## src/rtl/bamse_irq_ctrl_pkg.sv

```systemverilog
// Shared constants and types for the PacoBlaze interrupt controller:
// register offsets, FSM encodings, vector payload and priority helper.
package bamse_irq_ctrl_pkg;

    localparam int unsigned REG_W = 8;
    localparam int unsigned IDX_W = 3;

    localparam logic [1:0] IRQC_PEND = 2'd0;
    localparam logic [1:0] IRQC_MASK = 2'd1;
    localparam logic [1:0] IRQC_VEC  = 2'd2;
    localparam logic [1:0] IRQC_EOI  = 2'd3;

    typedef enum logic [1:0] {
        IRQC_IDLE    = 2'd0,
        IRQC_ASSERT  = 2'd1,
        IRQC_SERVICE = 2'd2
    } irqc_state_e;

    typedef struct packed {
        logic             valid;
        logic [3:0]       rsvd;
        logic [IDX_W-1:0] idx;
    } irqc_vec_t;

    // Lowest set index wins; returns 0 when nothing is set.
    function automatic logic [IDX_W-1:0] lowest_idx(input logic [REG_W-1:0] v);
        lowest_idx = '0;
        for (int i = REG_W - 1; i >= 0; i--) begin
            if (v[i]) lowest_idx = IDX_W'(i);
        end
    endfunction

endpackage

```

## src/rtl/bamse_irq_ctrl_if.sv

```systemverilog
// PacoBlaze I/O bus and interrupt handshake as seen by the interrupt controller.
interface bamse_irq_ctrl_if;

    logic [7:0] port_id;
    logic [7:0] port_in;
    logic [7:0] port_out;
    logic       wen;
    logic       ren;
    logic       interrupt;
    logic       interrupt_ack;

    modport master (
        output port_id, port_in, wen, ren, interrupt_ack,
        input  port_out, interrupt
    );

    modport slave (
        input  port_id, port_in, wen, ren, interrupt_ack,
        output port_out, interrupt
    );

endinterface

```

## src/rtl/irq_edge_sync.sv

```systemverilog
// Two-flop synchroniser plus rising-edge detect for one interrupt source.
// Edges are suppressed until the history flop holds a real sample after reset.
module irq_edge_sync (
    input  logic clk,
    input  logic rst,
    input  logic src,
    output logic rise_pulse
);

    logic       s1_q, s1_d;
    logic       s2_q, s2_d;
    logic       prev_q, prev_d;
    logic [2:0] vld_q, vld_d;

    always_comb begin
        s1_d   = src;
        s2_d   = s1_q;
        prev_d = s2_q;
        vld_d  = {vld_q[1:0], 1'b1};
    end

    always_ff @(posedge clk or posedge rst) begin
        if (rst) begin
            s1_q   <= 1'b0;
            s2_q   <= 1'b0;
            prev_q <= 1'b0;
            vld_q  <= '0;
        end else begin
            s1_q   <= s1_d;
            s2_q   <= s2_d;
            prev_q <= prev_d;
            vld_q  <= vld_d;
        end
    end

    assign rise_pulse = s2_q & ~prev_q & vld_q[2];

endmodule

```

## src/rtl/bamse_irq_ctrl.sv

```systemverilog
// Interrupt controller sharing the single PacoBlaze interrupt among N_SRC sources:
// pending/mask registers, fixed-priority vector, ack/EOI sequencing.
module bamse_irq_ctrl
    import bamse_irq_ctrl_pkg::*;
#(
    parameter int unsigned N_SRC     = 8,
    parameter logic [7:0]  BASE_ADDR = 8'hF0
) (
    input  logic             clk,
    input  logic             rst,
    input  logic [N_SRC-1:0] irq_src,
    bamse_irq_ctrl_if.slave  bus
);

    logic [N_SRC-1:0] rise;
    logic [N_SRC-1:0] pend_q, pend_d;
    logic [N_SRC-1:0] mask_q, mask_d;
    logic [N_SRC-1:0] enabled, wdata, clr;
    irqc_vec_t        vec_q, vec_d;
    irqc_state_e      state_q, state_d;
    logic             irq_q, irq_d;
    logic [7:0]       off;
    logic             hit, wr_pend, wr_mask, wr_eoi, ack_take, any_en;
    logic [IDX_W-1:0] idx;
    logic             unused_ren;

    assign unused_ren = bus.ren;

    for (genvar g = 0; g < N_SRC; g++) begin : g_src
        irq_edge_sync u_sync (
            .clk        (clk),
            .rst        (rst),
            .src        (irq_src[g]),
            .rise_pulse (rise[g])
        );
    end

    always_comb begin : decode
        off      = bus.port_id - BASE_ADDR;
        hit      = (off < 8'd4);
        wdata    = bus.port_in[N_SRC-1:0];
        wr_pend  = bus.wen && hit && (off[1:0] == IRQC_PEND);
        wr_mask  = bus.wen && hit && (off[1:0] == IRQC_MASK);
        wr_eoi   = bus.wen && hit && (off[1:0] == IRQC_EOI);
        enabled  = pend_q & mask_q;
        any_en   = |enabled;
        idx      = lowest_idx(REG_W'(enabled));
        ack_take = (state_q == IRQC_ASSERT) && bus.interrupt_ack;
    end

    // A new edge on a bit overrides both W1C and the ack clear in the same cycle.
    always_comb begin : regs
        clr = '0;
        for (int i = 0; i < N_SRC; i++) begin
            clr[i] = ack_take && any_en && (idx == IDX_W'(i));
        end
        pend_d = (pend_q & ~(wr_pend ? wdata : '0) & ~clr) | rise;
        mask_d = wr_mask ? wdata : mask_q;
        vec_d  = vec_q;
        if (ack_take) begin
            vec_d = '0;
            if (any_en) begin
                vec_d.valid = 1'b1;
                vec_d.idx   = idx;
            end
        end
    end

    always_comb begin : fsm
        state_d = state_q;
        case (state_q)
            IRQC_IDLE:    if (any_en) state_d = IRQC_ASSERT;
            IRQC_ASSERT: begin
                if (bus.interrupt_ack) state_d = IRQC_SERVICE;
                else if (!any_en)      state_d = IRQC_IDLE;
            end
            IRQC_SERVICE: if (wr_eoi) state_d = IRQC_IDLE;
            default:      state_d = IRQC_IDLE;
        endcase
        irq_d = (state_d == IRQC_ASSERT);
    end

    always_comb begin : rd_mux
        bus.port_out = 8'h00;
        if (hit) begin
            case (off[1:0])
                IRQC_PEND: bus.port_out = 8'(pend_q);
                IRQC_MASK: bus.port_out = 8'(mask_q);
                IRQC_VEC:  bus.port_out = 8'(vec_q);
                default:   bus.port_out = 8'h00;
            endcase
        end
    end

    always_ff @(posedge clk or posedge rst) begin
        if (rst) begin
            state_q <= IRQC_IDLE;
            irq_q   <= 1'b0;
            pend_q  <= '0;
            mask_q  <= '0;
            vec_q   <= '0;
        end else begin
            state_q <= state_d;
            irq_q   <= irq_d;
            pend_q  <= pend_d;
            mask_q  <= mask_d;
            vec_q   <= vec_d;
        end
    end

    assign bus.interrupt = irq_q;

endmodule

```

## src/flat_wrapper.sv

```systemverilog
// flat-port wrapper written by rule: the top's interface ports become plain ports
module bamse_irq_ctrl_flat import bamse_irq_ctrl_pkg::*;
#(
    parameter int unsigned N_SRC     = 8,
    parameter logic [7:0]  BASE_ADDR = 8'hF0
)
  (clk, rst, irq_src, bus_port_id, bus_port_in, bus_wen, bus_ren, bus_interrupt_ack, bus_port_out, bus_interrupt);
  bamse_irq_ctrl_if bus_i ();
  input  logic clk;
  input  logic rst;
  input  logic [N_SRC-1:0] irq_src;
  input wire logic [$bits(bus_i.port_id)-1:0] bus_port_id;
  input wire logic [$bits(bus_i.port_in)-1:0] bus_port_in;
  input wire logic [$bits(bus_i.wen)-1:0] bus_wen;
  input wire logic [$bits(bus_i.ren)-1:0] bus_ren;
  input wire logic [$bits(bus_i.interrupt_ack)-1:0] bus_interrupt_ack;
  output wire logic [$bits(bus_i.port_out)-1:0] bus_port_out;
  output wire logic [$bits(bus_i.interrupt)-1:0] bus_interrupt;
  assign bus_i.port_id = bus_port_id;
  assign bus_i.port_in = bus_port_in;
  assign bus_i.wen = bus_wen;
  assign bus_i.ren = bus_ren;
  assign bus_i.interrupt_ack = bus_interrupt_ack;
  assign bus_port_out = bus_i.port_out;
  assign bus_interrupt = bus_i.interrupt;
  bamse_irq_ctrl #(.N_SRC(N_SRC), .BASE_ADDR(BASE_ADDR)) u_core (.clk(clk), .rst(rst), .irq_src(irq_src), .bus(bus_i));
endmodule
```

## config.mk

```make
export PLATFORM = sky130hd
export DESIGN_NAME = bamse_irq_ctrl_flat
export DESIGN_NICKNAME = d
export VERILOG_FILES = /design/src/rtl/bamse_irq_ctrl_pkg.sv /design/src/rtl/bamse_irq_ctrl_if.sv /design/src/rtl/irq_edge_sync.sv /design/src/rtl/bamse_irq_ctrl.sv /design/src/flat_wrapper.sv
export SDC_FILE = /design/constraint.sdc
export NUM_CORES = 1
export LEC_CHECK = 0
export BUFFER_PORTS_ARGS = -buffer_cell sky130_fd_sc_hd__buf_2
export CAP_MARGIN = 20
export CORE_ASPECT_RATIO = 2
export CORE_MARGIN = 2
export CORE_UTILIZATION = 25
export DETAILED_ROUTE_END_ITERATION = 8
export GPL_ROUTABILITY_DRIVEN = 0
export HOLD_SLACK_MARGIN = 0.03
export PLACE_DENSITY = 0.5
export SLEW_MARGIN = 20
export SYNTH_ARGS = -nofsm -noshare
export SYNTH_HDL_FRONTEND = slang
export SYNTH_HIERARCHICAL = 1
export SYNTH_SLANG_ARGS = --single-unit
export TNS_END_PERCENT = 20
```

## constraint.sdc

```tcl
create_clock -name clk -period 3.26 [get_ports clk]
set_clock_uncertainty 0.05 [all_clocks]
set_input_delay 0.163 -clock clk [delete_from_list [all_inputs] [get_ports clk]]
set_output_delay 0.163 -clock clk [all_outputs]
set_load 0.01 [all_outputs]
```

---- Word level (Yosys, flattened, before mapping) ----
Cells that the tools add are included.
operators by class
  reduce and logical (&&, ||, !) cells .... 18
  mux-type cells .......................... 18
  bitwise operators ....................... 30
  magnitude comparators ................... 1
  $add $sub $neg .......................... 1
  equality and inequality tests ........... 13
operators by type and width
  kind                 number
  $mux 3               9
  $and 8x8->8          3
  $pmux 8 s3           1
  $and 1x1->1          16
  $mux 8               2
  $not 8->8            2
  $logic_and 1x1->1    14
  $eq 3x3->1 const B   4
  $lt 8x3->1 const B   1
  $mux 2               4
  $not 1->1            8
  $or 8x8->8           1
  $reduce_or 8->1      1
  $sub 8x8->8 const B  1
  $eq 2x1->1 const B   3
  $eq 2x2->1 const B   3
  $eq 3x2->1 const B   2
  $pmux 2 s3           1
  $logic_not 2->1      2
  $eq 3x1->1 const B   1
  $logic_not 3->1      1
  $mux 1               1
storage, ports and cells
  register bits after elaboration ......... 71
  logic and storage cells ................. 119

---- Depth between registers and ports, before layout ----
Gate-level depths: netlist (run 1).
  depth after elaboration ................. 14
  depth in mapped cells ................... 5
  gate-level depth less buffers ........... 4

---- Modules after synthesis ----
Netlist (run 1), hierarchy kept.
by module, submodules not included
  module          instances  cells each  seq. area each (um^2)  area each (um^2)
  irq_edge_sync   8          9           150.1                  166.4
  bamse_irq_ctrl  1          134         575.6                  1,302.5

---- Least setup slack after synthesis (run 1) ----
No wires, ideal clock.
  path type ............................... register -> register
  start point ............................. reg u_core.mask_q[0]
  end point ............................... reg u_core/vec_q[7] (netlist name)
  cell stages (with the launch flop) ...... 5
  path buffers ............................ 0
  period minus slack after synthesis ...... 1.301 ns
  library setup time ...................... 0.134 ns
  required time ........................... 3.076 ns
  slack ................................... 1.959 ns
  data arrival time ....................... 1.118 ns
  cells stage by stage .................... dfrtp_1 > a22oi_1 > nand2_1 > nor3_1 > o21ai_0
between the ends
  cells in the longest elaborated chain, start to end .. 3
ends and longest elaborated chain
  what                    RTL line               RTL
  from (decl)             bamse_irq_ctrl.sv:17   logic [N_SRC-1:0] mask_q, mask_d;
  from (signal assigned)  bamse_irq_ctrl.sv:106  mask_q <= mask_d;
  $and 8x8->8             bamse_irq_ctrl.sv:45   enabled = pend_q & mask_q;
  $reduce_or 8->1         bamse_irq_ctrl.sv:46   any_en = |enabled;
  $mux 1                  bamse_irq_ctrl.sv:62   if (any_en) begin
  to (signal assigned)    bamse_irq_ctrl.sv:107  vec_q <= vec_d;
  to (decl)               bamse_irq_ctrl.sv:19   irqc_vec_t vec_q, vec_d;
No other way between the ends.
A chain may end at the register's enable or synchronous reset.

---- Final worst setup path (run 1) ----
  start point ............................. reg u_core.pend_q[0]
  end point ............................... reg u_core/vec_q[7] (netlist name)
between the ends
  cells in the longest elaborated chain, start to end .. 3
ends and longest elaborated chain
  what                    RTL line               RTL
  from (decl)             bamse_irq_ctrl.sv:16   logic [N_SRC-1:0] pend_q, pend_d;
  from (signal assigned)  bamse_irq_ctrl.sv:105  pend_q <= pend_d;
  $and 8x8->8             bamse_irq_ctrl.sv:45
  $reduce_or 8->1         bamse_irq_ctrl.sv:46
  $mux 1                  bamse_irq_ctrl.sv:62
No other way between the ends.

==> impl_metrics.yaml, run 1 <==
sta:
  finalCritPeriodShare_pct: 52.1
  period_needed_ns: 1.70
  finalHoldViolCount: 0
  timing.fmax_mhz: 589
  rsz0062_at_grt: "false"
  hold_ws_ns: 0.0470
  setup_viol: 0
  slew_headroom_pct: 39.4
  worst_pin_slew_ns: 0.908
  finalMaxSlewViolations: 0
  tns_ns: 0
yosys:
  synthDistinctLibCells: 30
  synthArstFlopShare_pct: 100
  synthTopCellsByCount: "dfrtp_1 (71), nor2_1 (18), a21oi_1 (12), nand2_1 (12)"
  synthTopCellsByArea: "dfrtp_1 (67%), mux2_2 (3.4%), mux2i_1 (3.0%)"
  synth.most_common_cell: "dfrtp_1"
  synthXorXnorAreaFrac_pct: 0
  synthCells: 206
  yosys.area.top_type: "dfrtp_1"
  syn_avg_cell_area_sq_um: 12.8
  synthMuxAreaShare_pct: 6.46
  yosys_warnings: 6
  ys_seq_elements: 71
  synth-seq-area-share_pct: 67.5
  synth_compound_area_share_pct: 8.88
  synth_top_family_by_area: "simple AND/OR/NAND/NOR gates"
  synthAdderAreaFrac_pct: 0
  ys.flop_type: "dfrtp_1"
  synthesis.nets: 235
  netlist_area_sq_um: 2630
  synth_simple_gate_area_share_pct: 14.4
  synth_top_area_share_pct: 67.5
  synth_edf_count: 0
critical_path:
  r2r_cells: 4
  crit_type: "reg -> reg"
  cp-start-kind: "flop"
  crit_fanout: 5
  cp.required_ns: 3.40
  worstPathArrival_ns: 1.84
  setup.worst_path.end_class: "flop"
power:
  switching_share_pct: 23.2
  peakVddDrop_uv: 266
  p_comb_share_pct: 8.6
  power.internal_uw: 1640
  p_switching_uw: 496
  total_leakage_power_uw: 0.00159
  seqPwrFrac_pct: 46.8
  clkPwrFrac_pct: 44.6
  power_density_nw_per_um2: 634
routing:
  vias: 1691
  vias_per_cell: 4.20
  drc_errors: 0
  ant_nets: 0
  wire_per_inst_um: 13.3
  wirelength_mm: 5.35
  first_pass_iters: 4
  drt_iter0_markers: 135
layout:
  finalInstanceArea_sq_um: 3370
  area_delta_synth_final_pct: 28.1
  final_nets: 290
  drive_gt1_share_pct: 24.8
  num_antenna_cells: 0
min_path:
  holdPathStages: 2
  hold_path.class: "in -> reg"
die:
  pin_count: 38
  core-area_sq_um: 10400
  initial_utilization_pct: 25.3
  die_height_um: 149
  dieArea_sq_um: 11400
  die_w_um: 76.6
  num_rows: 53
placement:
  hpwlAfterDp_mm: 4.07
  io_buffers: 36
  dpl_cell_area_sq_um: 2980
run:
  maxCapViolations: 0
global_routing:
  grt_usage_pct: 10.6
  grt_remaining_overflow: 0
  grt_max_degree: 24
  grt_pass1_wl_mm: 9.03
  antenna_found_initial: 0
  grt_pass1_vias: 1823
clock_tree:
  cts_buffers: 9
  numClockSinks: 71
  clockRootBuffer: "clkbuf_16"
  clk_pin_slew_ns: 0.06
  htreeDepth: 3
  cts_buffer_depth: 2
  clk_latency_ns: 0.33
  cts_tree: "built"
status:
  status: "finished clean"
## area by class of cell
| cell class | instances | area (sq um) |
|---|---|---|
| sequential | 71 | 1780 |
| clock inverter | 6 | 60.1 |
| fill | 1076 | 7040 |
| tap | 137 | 171 |
| timing repair buffer | 46 | 280 |
| inverter | 9 | 33.8 |
| clock buffer | 10 | 239 |
| multi-input combinational | 124 | 813 |
## worst max-delay path, cell delays in order (launching register included)
cell	delay, ns
dfrtp_1	0.43
a22oi_1	0.41
nand2_1	0.13
nor3_1	0.41
o21ai_0	0.13
## state kept, by name (all words and copies together), names as in the netlist
register and cells:
u_core/pend_q 8, u_core/g_src.u_sync/s1_q 8, u_core/g_src.u_sync/vld_q 24, u_core/bus.interrupt 1, u_core/mask_q 8, u_core/state_q 2
u_core/vec_q 4, u_core/g_src.u_sync/prev_d 8, u_core/g_src.u_sync/prev_q 8
## layer usage
metal  part of all wire (%)  global-route usage (%)  up-vias  routed length, um
met5                      0                       0        -                  0
met1                     38                    10.8      830               2040
met4                    2.7                    6.82        0                147
met2                     56                    18.9       35               2990
li1                       -                       -      817                  -
met3                    3.3                    2.91        9                174
## power by group through the flow
stage | logic [uW] | registers (uW) | clock network (uW)
5_1_grt | 210 | 1010 | 1030
3_5_place_dp | 177 | 1020 | 0
2_1_floorplan | 117 | 1000 | 0
4_1_cts | 187 | 1000 | 984
3_3_place_gp | 174 | 1010 | 0
6_report | 185 | 1000 | 954
## kinds of logic after synthesis
logic type / count (synthesis)
flops: 71
compound gates: 35
mux: 16
buf+inv: 11
simple gates: 65
other cells: 8
## final timing paths
path / to / startpoint / slack, ns
max: u_core/vec_q[7] / u_core/pend_q[0] / 1.56
min: u_core/mask_q[0] / bus_port_in[0] / 0.05
max reg2reg: u_core/vec_q[7] / u_core/pend_q[0] / 1.56
min reg2reg: u_core/g_src[0].u_sync/prev_d / u_core/g_src[0].u_sync/s1_q / 0.29
max in group asynchronous: u_core/mask_q[7] / rst / 1.97
min in group asynchronous: u_core/g_src[0].u_sync/vld_q[1] / rst / 0.33
## timing repair
item	4_1_cts	5_1_grt
hold buffers	10	0
endpoints found under the setup margin	0	0
resized for setup	0	0
buffers inserted	0	0
endpoints found under the hold margin	58	0
## layout by cell type (no fill, tap or decap), drive strengths merged
| master | synthesis | layout |
|---|---|---|
| a211oi | 2 | 2 |
| a21bo | 1 | 1 |
| a21oi | 12 | 12 |
| a22o | 2 | 2 |
| a22oi | 3 | 3 |
| a31o | 2 | 2 |
| a32o | 3 | 3 |
| a32oi | 1 | 1 |
| and3b | 9 | 9 |
| and4 | 1 | 1 |
| buf | 2 | 36 |
| bufinv | 0 | 1 |
| clkbuf | 0 | 10 |
| clkinv | 0 | 3 |
| clkinvlp | 0 | 2 |
| conb | 8 | 8 |
| dfrtp | 71 | 71 |
| dlygate4sd3 | 0 | 10 |
| inv | 9 | 9 |
| mux2 | 8 | 8 |
| mux2i | 8 | 8 |
| nand2 | 13 | 13 |
| nand2b | 5 | 5 |
| nand3 | 4 | 4 |
| nand3b | 2 | 2 |
| nand4 | 5 | 5 |
| nor2 | 19 | 19 |
| nor2b | 3 | 3 |
| nor3 | 4 | 4 |
| o21ai | 4 | 4 |
| o22ai | 4 | 4 |
| o31ai | 1 | 1 |
## per-stage QoR
step           worst slack, ns  cells  utilization [%]  power [uW]
6_report                  1.56    403             32.4        2140
5_1_grt                   1.39    403             32.4        2250
4_1_cts                   1.59    403             32.4        2170
3_5_place_dp              1.59    377             28.6        1200
3_3_place_gp              1.62    377             28.6        1190
2_1_floorplan             1.96    206                -        1120
Power figures use the tool's default switching activity.
==> run 2: changes to the inputs <==
- clock period: 3.26 -> 1.65 ns (I/O delays scaled with it)
==> run 2 against run 1 <==
Design area is 3.5% higher; core utilization is 1.1 points higher; hold slack better by 0.012 ns; combinational power is 120% higher; register-to-register slack worse by 1.5 ns; sequential share of layout area is 1.8 points lower; die area stayed put; flip-flop and latch count stayed put; wire length is 1.6% higher; maximum frequency is 6.6% higher; via count is 5.1% higher; first-iteration DRC count is 49% lower; critical endpoint is now u_core/vec_q[0]; largest cell class unchanged; largest power group unchanged.
==> impl_metrics.yaml, run 2 (synthesis results as in run 1) <==
status:
  status: "finished clean"
global_routing:
  grt_pass1_vias: 1827
  grt_remaining_overflow: 0
  busiest_layer: "met2"
  grt_usage_pct: 10.7
  grt_max_degree: 24
  grt_pass1_wl_mm: 9.08
  gr-usage-met3_pct: 2.42
  met1_usage_pct: 10.8
  grtUsageMet2_pct: 18.5
  antenna_found_initial: 0
die:
  num_rows: 53
  die_height_um: 149
  pin_count: 38
  core-area_sq_um: 10400
  dieArea_sq_um: 11400
  initial_utilization_pct: 25.3
  die_w_um: 76.6
sta:
  finalCritPeriodShare_pct: 96.5
  worst_pin_slew_ns: 0.548
  setup_viol: 0
  period_needed_ns: 1.59
  hold_ws_ns: 0.0587
  finalHoldViolCount: 0
  timing.fmax_mhz: 628
  setup_slack_ns: 0.0585
  finalMaxSlewViolations: 0
  slew_headroom_pct: 63.5
  rsz0062_at_grt: "false"
  tns_ns: 0
routing:
  wirelength_mm: 5.44
  drt_iter0_markers: 69
  wire_per_inst_um: 13.0
  vias: 1778
  first_pass_iters: 4
  vias_per_cell: 4.25
  ant_nets: 0
  drc_errors: 0
power:
  peakVddDrop_uv: 670
  switching_share_pct: 23.6
  power_density_nw_per_um2: 1190
  p_switching_uw: 981
  seqPwrFrac_pct: 47.6
  clkPwrFrac_pct: 42.8
  total_leakage_power_uw: 0.00166
  finalPower_uw: 4150
  p_comb_share_pct: 9.6
  power.internal_uw: 3170
placement:
  hpwlAfterDp_mm: 4.17
  place_ws_ns: 0.130
  io_buffers: 36
critical_path:
  cp.required_ns: 1.78
  crit_fanout: 4
  worstPathArrival_ns: 1.72
  crit_type: "reg -> reg"
  timing.rr.end: "u_core/vec_q[0]"
  r2r_slack_ns: 0.06
  r2r_cells: 4
  rr_startpoint: "u_core/mask_q[2]"
  cp-start-kind: "flop"
  setup.worst_path.end_class: "flop"
layout:
  largest_reg_flops: 24
  top_register: "u_core/g_src.u_sync/vld_q"
  drive_gt1_share_pct: 26.0
  area_delta_synth_final_pct: 32.6
  final_nets: 305
  num_antenna_cells: 0
  layout_commonest_cell: "dfrtp_1"
  nFillCells: 1077
  layout_common_cells: "dfrtp_1 (71), buf_2 (36), dlygate4sd3_1 (18), nor2_1 (18)"
clock_tree:
  numClockSinks: 71
  clk_latency_ns: 0.32
  clockRootBuffer: "clkbuf_16"
  cts_buffer_depth: 2
  cts_buffers: 9
  htreeDepth: 3
  cts_resized: 0
  postCtsHoldBufs: 18
  clk_pin_slew_ns: 0.06
  cts_tree: "built"
  cts_setup_buffers: 0
min_path:
  min_to: "u_core/state_q[1]"
  hold_path.class: "in -> reg"
  holdPathStages: 4
  hold_start: "bus_wen"
run:
  maxCapViolations: 0
run 2: cell count changes in the layout (fill, tap and decap cells not counted), sizes merged:
cell | before | now
clkbuf | 10 | 11
inv | 9 | 10
dlygate4sd3 | 10 | 18
buf | 36 | 43
clkinvlp | 2 | 1
bufinv | 1 | 0
run 2: through the flow:
step / util (%) / std cells / cell area [sq um]
2_1_floorplan: - / 206 / 2630
3_3_place_gp: 29.1 / 384 / 3030
3_5_place_dp: 29.1 / 384 / 3030
4_1_cts: 33.5 / 418 / 3490
5_1_grt: 33.5 / 418 / 3490
6_report: 33.5 / 418 / 3490
run 2: how the worst max path moves through the flow:
stage                startpoint         endpoint  cells past startpoint
5_1_grt        u_core/mask_q[2]  u_core/vec_q[0]                      4
3_5_place_dp   u_core/mask_q[2]  u_core/vec_q[0]                      4
2_1_floorplan  u_core/mask_q[0]  u_core/vec_q[7]                      4
4_1_cts        u_core/mask_q[2]  u_core/vec_q[0]                      4
6_report       u_core/mask_q[2]  u_core/vec_q[0]                      4
3_3_place_gp   u_core/mask_q[2]  u_core/vec_q[0]                      4
run 2: routing by layer:
metal,vias to the layer above,part of all wire (%)
met3,14,3.3
met1,872,37
met2,46,55
met5,-,0
met4,0,4.2
li1,846,-
run 2: power by group through the flow:
stage | sequential, uW | clock, uW | combinational, uW
finish | 1980 | 1780 | 398
global route | 2000 | 1920 | 455
CTS | 1980 | 1840 | 405
detailed placement | 2010 | 0 | 371
global placement | 2000 | 0 | 366
floorplan | 1980 | 0 | 232
run 2: layout make-up:
type	count	area, sq um	share of cell area (%)
flip-flops and latches	71	1780	50.9
repair buffers	61	413	11.8
multi-input cells	124	813	23.3
clock inverters	5	31.3	0.896
clock buffers	11	253	7.24
inverters	9	33.8	0.967
well taps	137	171	4.91
run 2: critical path, cell delays in order, from the launching register on:
cell and delay (ns):
dfrtp_1 0.40, nand2_1 0.11, a32o_1 0.29, a32oi_1 0.44
o21ai_0 0.16
==> run 3: changes to the inputs <==
- CORE_MARGIN: 2 -> not set
- PLACE_DENSITY: 0.5 -> 0.52
- clock period: 1.65 -> 1.4 ns (I/O delays scaled with it)
==> run 3 against run 2 <==
The flow now finishes with violations (negative setup slack); die area is 3.9% lower; design area is 8.2% higher; core utilization is 3.7 points higher; clock power is 37% higher; cell count is 5.3% higher; global-route usage is 1.5 points higher; non-clock buffer count is 24 higher; largest cell class unchanged.
==> impl_metrics.yaml, run 3 (synthesis results as in run 1) <==
status:
  status: "finished, violations left"
  violations: "negative setup slack"
min_path:
  hold_start: "bus_port_id[0]"
  hold_path.class: "in -> reg"
die:
  pin_count: 38
  core-area_sq_um: 10100
  die_height_um: 147
  initial_utilization_pct: 25.9
  num_rows: 52
  die_w_um: 74.6
  dieArea_sq_um: 11000
global_routing:
  antenna_found_initial: 0
  grt_pass1_vias: 2084
  grt_remaining_overflow: 0
  grt_max_degree: 24
  grt_usage_pct: 12.2
  grt_pass1_wl_mm: 9.54
sta:
  setup_slack_ns: -0.113
  timing.fmax_mhz: 661
  tns_ns: -0.576
  finalHoldViolCount: 0
  setup_viol: 9
  finalMaxSlewViolations: 0
  period_needed_ns: 1.51
  rsz0062_at_grt: "true"
  finalCritPeriodShare_pct: 108
  hold_ws_ns: 0.0518
routing:
  drc_errors: 0
  first_pass_iters: 4
  ant_nets: 0
  met1Wirelength_mm: 2.09
  top_layer: "met4"
  met2_length_mm: 3.24
  wirelength_mm: 5.74
  vias: 1839
  vias_per_cell: 4.18
  wl_met3_um: 145
  drt_iter0_markers: 79
  wire_per_inst_um: 13.0
layout:
  drive_gt1_share_pct: 34.8
  top_register: "u_core/g_src.u_sync/vld_q"
  layout_commonest_cell: "dfrtp_1"
  final_nets: 329
  num_antenna_cells: 0
  final_core_util_pct: 37.2
  finalInstanceArea_sq_um: 3780
  layout_common_cells: "dfrtp_1 (71), buf_2 (36), buf_4 (26), dlygate4sd3_1 (19), nor2_1 (18)"
  nFillCells: 1044
  area_delta_synth_final_pct: 43.5
  largest_reg_flops: 24
placement:
  dpl_cell_area_sq_um: 3130
  io_buffers: 36
  hpwlAfterDp_mm: 4.29
clock_tree:
  clk_latency_ns: 0.32
  cts_buffers: 9
  cts_buffer_depth: 2
  clockRootBuffer: "clkbuf_16"
  htreeDepth: 3
  clk_pin_slew_ns: 0.05
  numClockSinks: 71
  cts_tree: "built"
critical_path:
  path_delay_family: "flip-flops"
  path_cells: "buf_6 -> mux2i_1 -> nor2_1 -> a21oi_1 -> nor2_1 -> buf_2"
  crit_buf_inv: 2
  worstPathArrival_ns: 1.39
  crit_path_frequent_cell: "nor2_1"
  cp.required_ns: 1.28
  cp-start-kind: "flop"
  startpoint: "u_core/mask_q[1]"
  rr_startpoint: "u_core/pend_q[1]"
  slowest_delay_ns: 0.41
  critPathSlowestCell: "dfrtp_1"
  setup.worst_path.end_class: "primary output"
  crit_fanout: 4
  crit_type: "reg -> out"
power:
  finalPower_uw: 5350
  peakVddDrop_uv: 733
  total_leakage_power_uw: 0.00181
  power_density_nw_per_um2: 1410
run:
  maxCapViolations: 0
==> run 3: worst paths after layout <==
kind | end | slack [ns] | cells after the start
max | bus_port_out[1] | -0.11 | 6
min | u_core/state_q[1] | 0.05 | 4
max reg2reg | u_core/pend_q[6] | -0.08 | 6
min reg2reg | u_core/g_src[2].u_sync/prev_d | 0.30 | 0
max in group asynchronous | u_core/pend_q[2] | 0.68 | 4
min in group asynchronous | u_core/g_src[4].u_sync/prev_d | 0.24 | 3
==> run 3: through the flow <==
step	worst slack (ns)	cells
after floorplan	0.0986	206
after global placement	-0.0780	396
after detailed placement	-0.0916	396
after CTS	-0.136	433
after global routing	-0.191	440
final	-0.113	440
==> run 3: cell type report <==
type	instances	area, sq um	share of cell area, %
Clock buffer	13	260	6.89
Multi-Input combinational cell	124	863	22.8
Inverter	9	33.8	0.894
Clock inverter	3	65.1	1.72
Timing Repair Buffer	85	611	16.2
Sequential cell	71	1780	47.0
Tap cell	135	169	4.47
==> run 3: worst reg2reg max path, delay by kind of cell (launching register included) <==
kind,cells,cell delay (ns)
AO/OA/AOI/OAI,3,0.49
buffers and inverters,3,0.41
flip-flops,1,0.40
==> run 3: where the power goes <==
group	leakage, uW	total (uW)	switching (uW)	internal (uW)
clock	0.000160	2430	775	1650
combinational	0.000817	586	285	301
sequential	0.000834	2330	103	2230
total	0.00181	5350	1160	4180
==> run 3: layer usage <==
layer	track usage, %	vias up
li1	-	890
met1	11.7	893
met2	21.1	39
met3	2.67	17
met4	9.62	0
met5	0	-
==> run 3: timing repair <==
item | in CTS | in global routing
hold buffers | 19 | 0
pin swaps | 2 | 2
setup endpoints to repair | 11 | 13
hold endpoints to repair | 90 | 0
resized for setup | 6 | 12
setup buffers | 2 | 7
